$ cat src/rtl/bm_cf_rom_arb.sv
// Two-requester arbiter for a shared coefficient ROM with burst-limited fairness
// and a two-stage response pipeline. Optional grant statistics: BM_CF_ARB_STATS_EN.
module bm_cf_rom_arb #(
  parameter int unsigned BURST_MAX = 4
) (
  input  logic        clock,
  input  logic        rst_n,
  input  logic        req0,
  input  logic        req1,
  input  logic [6:0]  addr0,
  input  logic [6:0]  addr1,
  output logic        gnt0,
  output logic        gnt1,
  output logic [6:0]  rom_addr,
  input  logic [32:0] rom_rdata,
  output logic        rvalid,
  output logic        rid,
  output logic [32:0] rdata
`ifdef BM_CF_ARB_STATS_EN
  ,
  output logic [15:0] gcnt0,
  output logic [15:0] gcnt1
`endif
);

  localparam int unsigned CW = $clog2(BURST_MAX) + 1;
  localparam int unsigned AW = 7;
  localparam int unsigned DW = 33;

  logic          owner, owner_d;
  logic [CW-1:0] bcnt, bcnt_d;
  logic          grant_v, grant_id;
  logic          s1_v, s1_id;

  // Arbitration state register
  always_ff @(posedge clock or negedge rst_n) begin
    if (!rst_n) begin
      owner <= 1'b0;
      bcnt  <= '0;
    end else begin
      owner <= owner_d;
      bcnt  <= bcnt_d;
    end
  end

  // Grant decision and next arbitration state; bcnt saturates at BURST_MAX,
  // which is all the contention rule needs to distinguish.
  always_comb begin
    grant_v  = 1'b0;
    grant_id = 1'b0;
    owner_d  = owner;
    bcnt_d   = bcnt;
    gnt0     = 1'b0;
    gnt1     = 1'b0;
    rom_addr = addr0;

    if (req0 && req1) begin
      grant_v  = 1'b1;
      grant_id = (bcnt < CW'(BURST_MAX)) ? owner : ~owner;
    end else if (req0) begin
      grant_v  = 1'b1;
      grant_id = 1'b0;
    end else if (req1) begin
      grant_v  = 1'b1;
      grant_id = 1'b1;
    end

    if (!rst_n) grant_v = 1'b0;

    if (grant_v) begin
      owner_d = grant_id;
      if (grant_id == owner)
        bcnt_d = (bcnt < CW'(BURST_MAX)) ? bcnt + CW'(1) : bcnt;
      else
        bcnt_d = CW'(1);
    end else begin
      bcnt_d = '0;
    end

    gnt0 = grant_v & ~grant_id;
    gnt1 = grant_v & grant_id;
    if (grant_v && grant_id) rom_addr = AW'(addr1);
  end

  // Stage 1: remember which grant was issued while the ROM performs its read
  always_ff @(posedge clock or negedge rst_n) begin
    if (!rst_n) begin
      s1_v  <= 1'b0;
      s1_id <= 1'b0;
    end else begin
      s1_v  <= grant_v;
      s1_id <= grant_id;
    end
  end

  // Stage 2: response; id and data hold between valid strobes
  always_ff @(posedge clock or negedge rst_n) begin
    if (!rst_n) begin
      rvalid <= 1'b0;
      rid    <= 1'b0;
      rdata  <= '0;
    end else begin
      rvalid <= s1_v;
      if (s1_v) begin
        rid   <= s1_id;
        rdata <= DW'(rom_rdata);
      end
    end
  end

`ifdef BM_CF_ARB_STATS_EN
  // Saturating per-requester grant counters
  always_ff @(posedge clock or negedge rst_n) begin
    if (!rst_n) begin
      gcnt0 <= '0;
      gcnt1 <= '0;
    end else begin
      if (gnt0 && (gcnt0 != 16'hFFFF)) gcnt0 <= gcnt0 + 16'd1;
      if (gnt1 && (gcnt1 != 16'hFFFF)) gcnt1 <= gcnt1 + 16'd1;
    end
  end
`endif

endmodule

$ cat config.mk
export PLATFORM = sky130hd
export DESIGN_NAME = bm_cf_rom_arb
export DESIGN_NICKNAME = d
export VERILOG_FILES = /design/src/rtl/bm_cf_rom_arb.sv
export SDC_FILE = /design/constraint.sdc
export NUM_CORES = 1
export LEC_CHECK = 0
export BUFFER_PORTS_ARGS = -buffer_cell sky130_fd_sc_hd__buf_2
export CAP_MARGIN = 20
export CORE_MARGIN = 5
export CORE_UTILIZATION = 47
export DETAILED_ROUTE_END_ITERATION = 12
export MAX_ROUTING_LAYER = met4
export PLACE_DENSITY_LB_ADDON = 0.05
export SKIP_CTS_REPAIR_TIMING = 1
export SYNTH_ARGS = -nofsm -noshare
export SYNTH_HDL_FRONTEND = slang
export SYNTH_SLANG_ARGS = --single-unit
$ cat constraint.sdc
create_clock -name clock -period 2.92 [get_ports clock]
set_input_delay 0.146 -clock clock [delete_from_list [all_inputs] [get_ports clock]]
set_output_delay 0.146 -clock clock [all_outputs]
set_load 0.05 [all_outputs]
# Yosys cells after proc, flatten, opt, wreduce, memory -nomap -nowiden
# Cells that the tools add are included.
[totals] out_inout_bits=44 input_bits=51 wordCells=28 reg_bits=41
[op_classes] n_reduce_logical=2 n_lt_le_gt_ge=1 eq_ne=2 n_bitwise=4 n_addsub=1 muxes=11
[ops] op="$mux W3" n=3
[ops] op="$mux W1" n=7
[ops] op="$mux W7" n=1
[ops] op="$add A3 B1 Y3 const B" n=1
[ops] op="$lt A3 B3 Y1 const B" n=1
[ops] op="$ne A3 B2 Y1 const B" n=1
[ops] op="$and A1 B1 Y1" n=2
[ops] op="$logic_and A1 B1 Y1" n=2
[ops] op="$not A1 Y1" n=2
[ops] op="$eq A1 B1 Y1" n=1

# Depth between registers and ports, before layout
[depth] ltp_word=6 depth_mapped=4 depth_no_buf=3

# Worst setup path before layout
# No wires, ideal clock.
[synth_timing] path_kind="register to output" start="register owner" end="output port rom_addr[0]" stages_incl_launch_ff=5 arrival_time_ps=1627 setup_slack_ps=1147 cell_sequence="dfrtp_1 buf_4 xnor2_2 a21oi_4 mux2_2"
[synth_via] elab_chain_cells=5
[synth_lines] item="start, declared" line_no="30" rtl="logic owner, owner_d;"
[synth_lines] item="start signal, assigned" line_no="41" rtl="owner <= owner_d;"
[synth_lines] item="$not A1 Y1" line_no="59" rtl="grant_id = (bcnt < CW'(BURST_MAX)) ? owner : ~owner;"
[synth_lines] item="$mux W1 (*)" line_no="59"
[synth_lines] item="$mux W1 (*)" line_no="57" rtl="if (req0 && req1) begin"
[synth_lines] item="$logic_and A1 B1 Y1 (*)" line_no="82" rtl="if (grant_v && grant_id) rom_addr = AW'(addr1);"
[synth_lines] item="$mux W7 (*)" line_no="82"
[synth_lines] item="end, declared" line_no="14" rtl="output logic [6:0] rom_addr,"
# Every way passes the cells marked *; elsewhere a longest branch is shown, timed or not.

# Final worst setup path
[layout_timing] start="input port rst_n" end="output port gnt0"
[layout_via] elab_chain_cells=2
[layout_lines] item="start, declared" line_no="7" rtl="input logic rst_n,"
[layout_lines] item="$mux W1" line_no="68" rtl="if (!rst_n) grant_v = 1'b0;"
[layout_lines] item="$and A1 B1 Y1" line_no="80" rtl="gnt0 = grant_v & ~grant_id;"
[layout_lines] item="end, declared" line_no="12" rtl="output logic gnt0,"
# No other way between the ends.

==> metrics.md <==
| Metric | Value |
|---|---|
| Diodes inserted | `0` |
| Slew margin rel. | `56.2%` |
| Post-synthesis simple-gate area fraction | `5.27%` |
| Sinks on Clock Net | `41` |
| Num CTS Buffers | `5` |
| Fin crit share | `71.7%` |
| Post-Syn Instances | `117` |
| Overflow after GRT | `0` |
| CTS Root Cell | `clkbuf_8` |
| Clock Latency Late Sink | `290 ps` |
| LEAKAGE | `0.00115 µW` |
| Ys async rst share | `100%` |
| Primary FF master, synth | `dfrtp_1` |
| Max VDD drop | `0.439 mV` |
| Synth Area per Inst | `14.6 µm²` |
| Share of layout cells above drive strength 1 | `68.4%` |
| Worst path cell trace | `dlygate4sd3_1 -> buf_2 -> buf_4 -> o21ai_0 -> a21oi_1 -> buf_2` |
| CP max stage delay | `530 ps` |
| Terminus of the critical flop-to-flop path | `rdata[23]` |
| Synth Net Count | `169` |
| Final wirelength | `3770 µm` |
| Site row count | `22` |
| Sequential area share after synthesis | `60.0%` |
| TritonCTS clock tree | `yes` |
| Die Footprint | `0.00495 mm²` |
| Clock Path Buffers | `2` |
| Largest family of logic cells by synthesized area | `multiplexers` |
| # IOs | `95` |
| Pre-CTS setup slack | `1230 ps` |
| CP Class | `in2out` |
| Worst Hold Path Cells | `2` |
| Yosys warns | `0` |
| Area delta synth->final | `37.2%` |
| Initial core utilization | `47.4%` |
| Final GP Congestion | `0.697` |
| Endpoint, Worst Hold | `rdata[4]` |
| Netlist cell types | `23` |
| H-tree depth | `2` |
| Post-DR wirelength/cell | `14.3 µm` |
| Multi-input gate area | `638 µm²` |
| Fmax | `478 MHz` |
| Final Net Count | `266` |
| First-pass GRT wire length | `6400 µm` |
| Hold_sp | `rom_rdata[4]` |
| Register area | `0.00103 mm²` |
| Commonest cells in the netlist | `dfrtp_1, mux2_2, nand2_1` |
| Die Height | `70.3 µm` |
| DRC | `0` |
| CP top delay family | `buffers and inverters` |
| Clock Skews | `4.28 ps` |
| Initial antenna violation count | `0` |
| MaxCap Viol Count | `0` |
| P per Cell Area | `700 mW/mm²` |
| Placed instance area | `0.00222 mm²` |
| Most area-hungry cell type in the Yosys netlist | `dfrtp_1` |
| Finished Cell Area | `0.00235 mm²` |
| CP Max Fanout | `45` |
| Post-DRT Antenna Nets | `0` |
| Dpl hpwl | `3010 µm` |
| Reg2reg start | `s1_v` |
| Crit start category | `input port` |
| R2R depth | `2` |
| Status | `finished clean` |
| Chip Width | `70.3 µm` |
| EDFF count, synth | `0` |
| Core Footprint | `0.00361 mm²` |
| Vias in the first global route | `1451` |
| Synth Area in XOR/XNOR | `0.951%` |
| Slew @ Worst Pin | `657 ps` |
| RSZ-0062 raised after global routing | `no` |
| GR Util All Layers | `16.9%` |
| Final setup viols | `0` |
| R2R Setup Slk | `1290 ps` |
| Fin. Hold Viols | `0` |
| Seq cells post-synth | `41` |
| Crit end category | `output port` |
| Post-Synth Adder-Cell Area | `0.732%` |
| 1st-iter DRT viols | `38` |
| Synth area leaders | `dfrtp_1, mux2_2, buf_2, nand2_1, a21oi_4` |
| DR vias/cell | `4.93` |
| Min cycle time layout | `2090 ps` |
| Final worst setup slack | `828 ps` |
| CP max-delay cell | `dlygate4sd3_1` |
| DR vias | `1297` |
| Critical path required time | `2770 ps` |
| Slew Viols, Final | `0` |
| Post-Syn Area | `0.00171 mm²` |
| HP Class | `in2reg` |
| Synth top area share | `60.0%` |
| Worst path arrival time | `1950 ps` |
| Largest net degree at the start of global routing | `46` |
| Post-synthesis mux area share | `27.6%` |
| Most frequent cell on the critical path | `buf_2` |
| Synth Area in Compound Gates | `2.78%` |
| Fillers | `284` |
| Setup TNS | `0 ps` |
| Worst-path clk slew | `80 ps` |
| IO Port Bufs | `94` |
| CP Buf/Inv Count | `4` |
| Drt pass-1 iters | `4` |
-- through the flow --
| step | total power, µW | hold WS (ps) | instances | utilization [%] |
|---|---|---|---|---|
| finish | 1640 | 76.2 | 263 | 65.1 |
| global placement | 1180 | 251 | 254 | 61.5 |
| floorplan | 1050 | -150 | 117 | - |
| global route | 1720 | 73.7 | 263 | 65.1 |
| detailed placement | 1190 | 272 | 254 | 61.5 |
| CTS | 1660 | -54.6 | 262 | 64.8 |
-- worst register-to-register path: cells and delay by family (launching register included) --
| kind | cells | cell delay, ps |
|---|---|---|
| DFF | 1 | 770 |
| buffers and inverters | 1 | 370 |
| muxes | 1 | 380 |
-- flip-flops by register name, summed over array words and instances (netlist names) --
signal  cells
rvalid      1
rid         1
bcnt        3
rdata      33
s1_v        1
owner       1
s1_id       1
-- layer usage --
metal  part of all wire (%)  GRT usage, %  vias up
met5                      0             -        -
met4                    2.0          7.66        0
met3                     10          6.33        9
met2                     48          26.9       70
met1                     39          18.9      616
li1                       -             -      602
-- final cells by class --
cell class / instances / area share [%]
Timing Repair Buffer: 97 / 21.1
Sequential cell: 41 / 43.7
Multi-Input combinational cell: 67 / 27.2
Clock buffer: 6 / 3.52
Inverter: 2 / 0.320
Clock inverter: 2 / 1.60
Tap cell: 48 / 2.56
-- power breakdown --
group | internal (µW) | leakage [µW] | total [µW] | switching [µW]
registers | 637 | 0.000489 | 677 | 40.6
clock network | 278 | 0.0000574 | 465 | 188
logic | 148 | 0.000606 | 500 | 353
-- worst max-delay path by stage --
stage / end / start / cells past startpoint
2_1_floorplan: rom_addr[0] / owner / 4
4_1_cts: rom_addr[3] / bcnt[2] / 4
5_1_grt: gnt0 / rst_n / 6
6_report: gnt0 / rst_n / 6
3_3_place_gp: rom_addr[4] / bcnt[2] / 4
3_5_place_dp: bcnt[0] / rst_n / 5
-- cell usage in the layout (no fill, tap or decap) --
master,Yosys,final
clkbuf_8,0,6
and2_1,1,1
xnor2_2,1,1
a22oi_1,1,1
dlygate4sd3_1,0,1
o21ai_0,2,2
nor4bb_1,1,1
mux2i_1,1,1
nor4b_1,1,1
nand2_1,5,5
buf_2,4,94
mux2_2,41,41
clkinvlp_4,0,1
ha_1,1,1
dfrtp_1,41,41
a21oi_4,1,1
inv_1,2,2
nand2b_1,1,1
bufinv_16,0,1
nor2_1,4,4
nand4b_1,1,1
a21oi_1,1,1
or3_1,1,1
nand3_1,2,2
a41oi_1,1,1
buf_4,2,2
-- kinds of logic after synthesis --
| kind of cell | after synthesis |
|---|---|
| compound gates | 6 |
| buf+inv | 9 |
| simple gates | 17 |
| fa+ha+maj | 1 |
| mux | 42 |
| xor+xnor | 1 |
| flops | 41 |
(Power assumes the default switching activity.)
